[config.mk]
export PLATFORM = sky130hd
export DESIGN_NAME = uart_tx_readback
export DESIGN_NICKNAME = d
export VERILOG_FILES = /design/src/rtl/uart_tx_readback_pkg.sv /design/src/rtl/uart_baud_tick.sv /design/src/rtl/uart_tx_readback.sv
export SDC_FILE = /design/constraint.sdc
export NUM_CORES = 1
export LEC_CHECK = 0
export BUFFER_PORTS_ARGS = -buffer_cell sky130_fd_sc_hd__buf_2
export CAP_MARGIN = 20
export CORE_MARGIN = 5
export CORE_UTILIZATION = 30
export DETAILED_ROUTE_END_ITERATION = 7
export PLACE_DENSITY = 0.53
export SETUP_SLACK_MARGIN = 0.5
export SYNTH_ARGS = -nofsm -noshare
export SYNTH_HDL_FRONTEND = slang
export SYNTH_SLANG_ARGS = --single-unit
[constraint.sdc]
create_clock -name clk_Tx -period 3.31 [get_ports clk_Tx]
set_input_delay 0.331 -clock clk_Tx [delete_from_list [all_inputs] [get_ports clk_Tx]]
set_output_delay 0.331 -clock clk_Tx [all_outputs]
set_load 0.02 [all_outputs]
[src/rtl/uart_tx_readback_pkg.sv]
// Shared constants for the configuration UART pair: baud divisor, transmitter FSM encoding,
// default end-of-sequence status byte and the byte-reversal helper.
package uart_tx_readback_pkg;

    localparam logic [7:0] END_CODE_DEFAULT = 8'hA5;

    localparam logic [2:0] ST_IDLE  = 3'd0;
    localparam logic [2:0] ST_FETCH = 3'd1;
    localparam logic [2:0] ST_LOAD  = 3'd2;
    localparam logic [2:0] ST_START = 3'd3;
    localparam logic [2:0] ST_DATA  = 3'd4;
    localparam logic [2:0] ST_STOP  = 3'd5;
    localparam logic [2:0] ST_NEXT  = 3'd6;

    // Integer-truncated divisor; the receiver derives its bit timing from the same function.
    function automatic int clks_per_bit(input int clk_hz, input int baud);
        return clk_hz / baud;
    endfunction

    function automatic logic [7:0] bit_rev8(input logic [7:0] b);
        logic [7:0] r;
        for (int i = 0; i < 8; i++) begin
            r[i] = b[7-i];
        end
        return r;
    endfunction

endpackage

[src/rtl/uart_baud_tick.sv]
// Bit-period counter with restart: pulses at the last cycle of each bit and at mid-bit.
module uart_baud_tick #(
    parameter int CLKS_PER_BIT = 16
) (
    input  logic i_clk,
    input  logic i_rst,
    input  logic i_restart,
    output logic o_tick_end,
    output logic o_tick_mid
);

    localparam int CW = (CLKS_PER_BIT > 1) ? $clog2(CLKS_PER_BIT) : 1;
    localparam logic [CW-1:0] CNT_LAST = CW'(CLKS_PER_BIT - 1);
    localparam logic [CW-1:0] CNT_MID  = CW'(CLKS_PER_BIT / 2 - 1);

    logic [CW-1:0] r_cnt;

    always_ff @(posedge i_clk or posedge i_rst) begin
        if (i_rst) begin
            r_cnt <= '0;
        end else if (i_restart || (r_cnt == CNT_LAST)) begin
            r_cnt <= '0;
        end else begin
            r_cnt <= r_cnt + 1'b1;
        end
    end

    assign o_tick_end = !i_restart && (r_cnt == CNT_LAST);
    assign o_tick_mid = !i_restart && (r_cnt == CNT_MID);

endmodule

[src/rtl/uart_tx_readback.sv]
// PC-bound UART transmitter: dumps config RAM bytes back to the host and sends a status
// byte when the last delay stage signals end of sequence.
module uart_tx_readback
    import uart_tx_readback_pkg::*;
#(
    parameter int         CLK_HZ      = 50_000_000,
    parameter int         BAUD        = 9600,
    parameter int         ADDR_W      = 8,
    parameter int         STOP_BITS   = 1,
    parameter int         BIT_REVERSE = 1,
    parameter logic [7:0] END_CODE    = END_CODE_DEFAULT
) (
    input  logic              clk_Tx,
    input  logic              rst,
    input  logic              dump_req,
    input  logic [ADDR_W-1:0] dump_len,
    input  logic              end_evt,
    output logic [ADDR_W-1:0] rd_addr,
    input  logic [7:0]        rd_data,
    output logic              Tx,
    output logic              busy,
    output logic              done
);

    localparam int CLKS_PER_BIT = clks_per_bit(CLK_HZ, BAUD);
    localparam logic [ADDR_W-1:0] ADDR_ONE = ADDR_W'(1);
    localparam logic LAST_STOP = 1'(STOP_BITS - 1);

    logic [2:0]        r_state;
    logic              r_tx;
    logic              r_busy;
    logic              r_done;
    logic [ADDR_W-1:0] r_rd_addr;
    logic [ADDR_W-1:0] r_len;
    logic [7:0]        r_shift;
    logic [2:0]        r_bit_idx;
    logic              r_stop_idx;
    logic              r_is_dump;
    logic              r_end_pend;

    logic w_in_bit;
    logic w_tick_end;
    logic w_unused_tick_mid;
    logic w_more_bytes;

    // Counter is held at zero outside the bit states so every frame starts on a fresh period.
    assign w_in_bit = (r_state == ST_START) || (r_state == ST_DATA) || (r_state == ST_STOP);

    uart_baud_tick #(
        .CLKS_PER_BIT (CLKS_PER_BIT)
    ) u_baud (
        .i_clk      (clk_Tx),
        .i_rst      (rst),
        .i_restart  (!w_in_bit),
        .o_tick_end (w_tick_end),
        .o_tick_mid (w_unused_tick_mid)
    );

    assign w_more_bytes = r_is_dump && (r_rd_addr != (r_len - ADDR_ONE));

    always_ff @(posedge clk_Tx or posedge rst) begin
        if (rst) begin
            r_state    <= ST_IDLE;
            r_tx       <= 1'b1;
            r_busy     <= 1'b0;
            r_done     <= 1'b0;
            r_rd_addr  <= '0;
            r_len      <= '0;
            r_shift    <= '0;
            r_bit_idx  <= '0;
            r_stop_idx <= 1'b0;
            r_is_dump  <= 1'b0;
            r_end_pend <= 1'b0;
        end else begin
            r_done <= 1'b0;
            case (r_state)
                ST_IDLE: begin
                    if (dump_req && (dump_len != '0)) begin
                        r_len     <= dump_len;
                        r_rd_addr <= '0;
                        r_busy    <= 1'b1;
                        r_is_dump <= 1'b1;
                        r_state   <= ST_FETCH;
                    end else if (r_end_pend) begin
                        r_shift    <= END_CODE;
                        r_end_pend <= 1'b0;
                        r_busy     <= 1'b1;
                        r_is_dump  <= 1'b0;
                        r_tx       <= 1'b0;
                        r_state    <= ST_START;
                    end
                end
                ST_FETCH: r_state <= ST_LOAD;
                ST_LOAD: begin
                    r_shift <= (BIT_REVERSE != 0) ? bit_rev8(rd_data) : rd_data;
                    r_tx    <= 1'b0;
                    r_state <= ST_START;
                end
                ST_START: begin
                    if (w_tick_end) begin
                        r_tx      <= r_shift[0];
                        r_shift   <= r_shift >> 1;
                        r_bit_idx <= '0;
                        r_state   <= ST_DATA;
                    end
                end
                ST_DATA: begin
                    if (w_tick_end) begin
                        if (r_bit_idx == 3'd7) begin
                            r_tx       <= 1'b1;
                            r_stop_idx <= 1'b0;
                            r_state    <= ST_STOP;
                        end else begin
                            r_tx      <= r_shift[0];
                            r_shift   <= r_shift >> 1;
                            r_bit_idx <= r_bit_idx + 3'd1;
                        end
                    end
                end
                // The next-byte decision is taken as the last stop bit ends, so NEXT doubles
                // as the RAM fetch cycle and a pending status frame starts with no idle gap.
                ST_STOP: begin
                    if (w_tick_end) begin
                        if (r_stop_idx != LAST_STOP) begin
                            r_stop_idx <= 1'b1;
                        end else if (w_more_bytes) begin
                            r_rd_addr <= r_rd_addr + ADDR_ONE;
                            r_state   <= ST_NEXT;
                        end else if (r_end_pend) begin
                            r_shift    <= END_CODE;
                            r_end_pend <= 1'b0;
                            r_is_dump  <= 1'b0;
                            r_tx       <= 1'b0;
                            r_state    <= ST_START;
                        end else begin
                            r_busy  <= 1'b0;
                            r_done  <= 1'b1;
                            r_state <= ST_IDLE;
                        end
                    end
                end
                ST_NEXT: r_state <= ST_LOAD;
                default: r_state <= ST_IDLE;
            endcase
            // A new event in the same cycle the code is loaded still earns its own frame.
            if (end_evt) begin
                r_end_pend <= 1'b1;
            end
        end
    end

    assign rd_addr = r_rd_addr;
    assign Tx      = r_tx;
    assign busy    = r_busy;
    assign done    = r_done;

endmodule

Word-level counts from Yosys, hierarchy flattened

Cells that the tools add are included.
Widths: inputs -> output; s select.

Register bits: 49
Output and inout bits: 11
Word-level logic and storage cells: 133

Add/sub/neg operators: 4
Eq/ne operators: 25
Mux-type cells: 67
Reductions and logical operators: 25

Operator list:

| kind                  | count |
|---|---|
| $mux 8                | 12 |
| $pmux 8 s5            | 1 |
| $mux 1                | 33 |
| $mux 3                | 11 |
| $pmux 3 s6            | 1 |
| $pmux 8 s2            | 1 |
| $ne 2x2->1 const B    | 7 |
| $add 13x1->13 const B | 1 |
| $eq 13x13->1 const B  | 1 |
| $mux 13               | 1 |
| $eq 3x3->1 const B    | 4 |
| $ne 3x3->1 const B    | 4 |
| $reduce_and 4->1      | 3 |
| $reduce_and 6->1      | 2 |
| $reduce_and 5->1      | 2 |
| $add 8x1->8 const B   | 1 |
| $ne 2x1->1 const B    | 4 |
| $ne 8x8->1            | 1 |
| $pmux 1 s2            | 4 |
| $reduce_and 8->1      | 1 |
| $reduce_bool 8->1     | 1 |
| $sub 8x1->8 const B   | 1 |
| $reduce_and 7->1      | 1 |
| $eq 3x2->1 const B    | 2 |
| other kinds (15)      | 21 |

Depth between registers and ports, before layout

Depth after elaboration: 8
Gate-level depth with buffers: 11
Gate-level depth less buffers: 9

By module

Synthesis repeated with hierarchy kept, for this count alone.

Cell total of the unflattened synthesis: 315
Area total of the unflattened synthesis: 2977.9 µm²

Modules (own cells, without submodules):

| module           | instances | cells an instance | area each (µm²) | sequential area each (µm²) |
|---|---|---|---|---|
| uart_tx_readback | 1         | 241               | 2229.6          | 877.1 |
| uart_baud_tick   | 1         | 74                | 748.2           | 325.3 |

Worst setup path before layout

No wires, ideal clock.

Path type: register -> register
From: register r_len[0]
To: register r_shift[1]
Setup time: 0.125 ns
Arrival: 2.490 ns
Data required time: 3.185 ns
Path slack: 0.695 ns
Stages on the path, launching flop included: 11
Buffers on the path: 1
Clock period less this slack: 2.615 ns
Path through: dfrtp_1 buf_6 inv_1 ha_1 or4_2 or4_1 o311ai_0 o211ai_2 nand2_1 o22ai_2 mux2_2

Longest elaborated chain between the ends: 5

RTL lines:

| element                           | RTL line                | text |
|---|---|---|
| from (decl)                       | uart_tx_readback.sv:34  | `logic [ADDR_W-1:0] r_len;` |
| from (signal assigned)            | uart_tx_readback.sv:79  | `r_len <= dump_len;` |
| $sub 8x1->8                       | uart_tx_readback.sv:59  | `assign w_more_bytes = r_is_dump && (r_rd_addr != (r_len - ADDR_ONE));` |
| $ne 8x8->1                        | uart_tx_readback.sv:59  |  |
| $logic_and 1x1->1                 | uart_tx_readback.sv:59  |  |
| $ne 2x2->1 (no source line)       | -                       |  |
| $reduce_and 8->1 (no source line) | -                       |  |
| to (signal assigned)              | uart_tx_readback.sv:95  | `r_shift <= (BIT_REVERSE != 0) ? bit_rev8(rd_data) : rd_data;` |
| to (signal assigned)              | uart_tx_readback.sv:102 | `r_shift <= r_shift >> 1;` |
| to (signal assigned)              | uart_tx_readback.sv:115 | `r_shift <= r_shift >> 1;` |
| to (decl)                         | uart_tx_readback.sv:35  | `logic [7:0] r_shift;` |

Every way passes these cells.
A chain may end at the register's enable or synchronous reset.

Worst setup path in the final report

From: register r_len[0]
To: register r_rd_addr[7] (netlist: rd_addr[7])

Longest elaborated chain between the ends: 5

RTL lines:

| element                           | RTL line                | text |
|---|---|---|
| $sub 8x1->8                       | uart_tx_readback.sv:59  |  |
| $ne 8x8->1                        | uart_tx_readback.sv:59  |  |
| $logic_and 1x1->1                 | uart_tx_readback.sv:59  |  |
| $ne 2x2->1 (no source line)       | -                       |  |
| $reduce_and 5->1 (no source line) | -                       |  |
| to (signal assigned)              | uart_tx_readback.sv:127 | `r_rd_addr <= r_rd_addr + ADDR_ONE;` |
| to (decl)                         | uart_tx_readback.sv:33  | `logic [ADDR_W-1:0] r_rd_addr;` |

Every way passes these cells.

==> impl_metrics.tcl <==
set metrics [dict create \
    status "finished clean" \
    wire_per_inst_um 14.4 \
    yosys.area.top_type "dfrtp_1" \
    tightest_slew_ns 0.629 \
    p_leak_nw 1.51 \
    synth_area_um2 2850 \
    whs_ns 0.0471 \
    rsz0062_at_grt "false" \
    switching_power_uw 244 \
    p_int_uw 759 \
    hpwl_mm 4.63 \
    drt_iter0_markers 132 \
    final_area_um2 3420 \
    required_ns 3.54 \
    worst_path_largest_cell_delay_ns 0.64 \
    clkPwrFrac_pct 35.7 \
    synth_fa_ha_area_share_pct 2.19 \
    synth-compound-area-share_pct 17.0 \
    synth_area_leaders "dfrtp_1 (41%), nand2_1 (4.5%), xnor2_1 (4.3%), o21ai_0 (3.9%), nor2_1 (3.4%)" \
    gp_congestion 0.832 \
    netlist_instances 302 \
    synth_flop_cell "dfrtp_1" \
    drive_gt1_share_pct 28.5 \
    dieWidth_um 107 \
    cts.path.max_buffers 2 \
    grt_pass1_wl_mm 11.4 \
    grt_pass1_vias 2330 \
    max-slew-margin-rel_pct 58.0 \
    routed_wl_mm 6.73 \
    slowest_stage "or4_2" \
    clock_latency_ns 0.30 \
    finalSetupViolCount 0 \
    via_per_inst 5.03 \
    crit_type "flip-flop to flip-flop" \
    ys_warn_count 0 \
    fillerInstances 937 \
    cts_tree "done" \
    core_um2 9240 \
    fin_setup_tns_ns 0 \
    hold_viol 0 \
    overflow 0 \
    period_share_pct 82.4 \
    start_util_pct 30.9 \
    syn_nets 327 \
    area_delta_synth_final_pct 19.8 \
    drv_slew 0 \
    synth_mux_area_share_pct 4.56 \
    die_area_um2 11600 \
    share_comb_of_total_power_pct 5.0 \
    seq_power_share_pct 59.3 \
    synth.most_common_cell "dfrtp_1" \
    synth_cell_types 58 \
    crit_chain "buf_6 -> or4_2 -> or4_4 -> o311ai_4 -> o211ai_2 -> a41oi_4 -> clkbuf_16 -> o41ai_1 -> a21oi_1" \
    yosys.area.top_type_share_pct 41.2 \
    maxCapViolCount 0 \
    clk_pin_slew_ns 0.10 \
    critPathMaxFanout 7 \
    vdd_drop_max_mv 0.127 \
    final_util_pct 37.0 \
    synth-simple-area-share_pct 23.0 \
    multiInputGateArea_um2 1610 \
    synth_area_per_cell_um2 9.44 \
    seqCellArea_um2 1210 \
    synth_top_family_by_area "simple AND/OR/NAND/NOR gates" \
    num_antenna_cells 0 \
    placed_cell_area_um2 3090 \
    worst_setup_path_end_kind "flip-flop" \
    fmax_mhz 367 \
    ys_async_sr_fraction_pct 100 \
    p_sw_share_pct 24.3 \
    finClkSkew_ns 0.0115 \
    final_net_count 364 \
    num_vias 2361 \
    cts_made_buffers 5 \
    antenna_found_initial 0 \
    synth_edf_count 0 \
    ant_nets 0 \
    cts_root_buf "clkbuf_8" \
    synthTopCellsByCount "dfrtp_1 (47), nand2_1 (34), nor2_1 (26), o21ai_0 (22), xnor2_1 (14)" \
    htree_levels 2 \
    grt.total_usage_pct 12.1 \
    start_kind "flip-flop" \
    seq_area_frac_synth_pct 42.2 \
    rows 35 \
    first_pass_iters 4 \
    portBuffers 30 \
    crit_arrival_ns 2.96 \
    grt_max_degree 49 \
    hold_class "input pin to async pin" \
    ys_ff_latch 48 \
    powerDensity_nw_per_um2 294 \
    min_period_ns 2.73 \
    ios 31 \
    die_h_um 107 \
    drc 0 \
    synthXorXnorAreaFrac_pct 5.84 \
    cts.sinks 48 \
]
==> metal layers <==
metal / vias to the layer above / track usage (%) / routed length [um]
li1: 1169 / - / -
met1: 1149 / 16.8 / 3260
met2: 34 / 19.0 / 3130
met3: 9 / 2.94 / 258
met4: 0 / 3.07 / 88
met5: - / 0 / 0
==> power groups by stage <==
stage	combinational [mW]	clock (mW)	sequential [mW]
final	0.0501	0.358	0.595
after global routing	0.0574	0.407	0.596
after floorplan	0.0234	0	0.607
after CTS	0.0480	0.378	0.595
after global placement	0.0470	0	0.606
after detailed placement	0.0475	0	0.606
==> flip-flops by register name, indices dropped and copies added, names as in the netlist <==
name          cells
r_is_dump         1
done              1
r_bit_idx         3
r_len             8
r_shift           8
u_baud.r_cnt     13
rd_addr           8
busy              1
Tx                1
r_state           3
r_end_pend        1
==> repair_timing <==
item	in CTS	in global routing
setup endpoints to repair	17	12
gates cloned	0	1
hold buffers	0	0
pin swaps	3	6
buffers inserted	5	3
gates resized for setup	8	18
==> critical path, delay by kind of cell (launching register included) <==
family,cells,cell delay (ns)
compound gates,5,0.79
buf+inv,2,0.33
flops,1,0.45
simple gates,2,1.09
==> kinds of logic (layout without fill, tap and decap cells) <==
group,Yosys count,count (layout)
simple gates,122,122
xor+xnor,19,19
flops,48,48
fa+ha+maj,5,5
buf+inv,24,62
mux,12,12
compound gates,72,72
==> layout by cell type, fill, tap and decap left out, types with 4 or more instances in the layout <==
cell / instances
a22oi_1: 5
o22ai_1: 6
dfrtp_1: 44
mux2_2: 8
buf_4: 10
xor2_1: 5
xnor2_1: 13
buf_2: 30
nand3_1: 8
o21ai_0: 20
nand2_1: 33
a21oi_1: 12
nor2b_1: 5
ha_1: 4
nor3_1: 6
nor2_1: 26
o31ai_1: 4
clkbuf_8: 5
inv_1: 6
and3_1: 5
nand2b_1: 5
or4_1: 5
==> path summary, 6_finish.rpt <==
check | start | endpoint | slack [ns] | cells after the start
hold / removal | rst | u_baud.r_cnt[8] | 0.05 | 2
setup reg to reg | r_len[0] | rd_addr[7] | 0.58 | 9
min in group clk_Tx | dump_len[5] | r_len[5] | 0.22 | 3
hold reg to reg | u_baud.r_cnt[0] | u_baud.r_cnt[0] | 0.49 | 1
setup / recovery | r_len[0] | rd_addr[7] | 0.58 | 9
max in group asynchronous | rst | Tx | 2.66 | 3
==> layout make-up <==
class                   instances  area share [%]
multi-input cells             230            47.2
flip-flops and latches         48            35.3
repair buffers                 45            9.19
well taps                     129            4.72
clock buffers                   5            2.01
inverters                       9           0.989
clock inverters                 3           0.622
==> per-stage QoR <==
step / instances / total power, mW / worst slack [ns]
after floorplan: 302 / 0.630 / 0.695
after global placement: 451 / 0.653 / 0.377
after detailed placement: 451 / 0.654 / 0.274
after CTS: 464 / 1.02 / 0.521
after global routing: 469 / 1.06 / 0.482
final: 469 / 1.00 / 0.582
No activity file was read; power rests on OpenSTA's default activity.
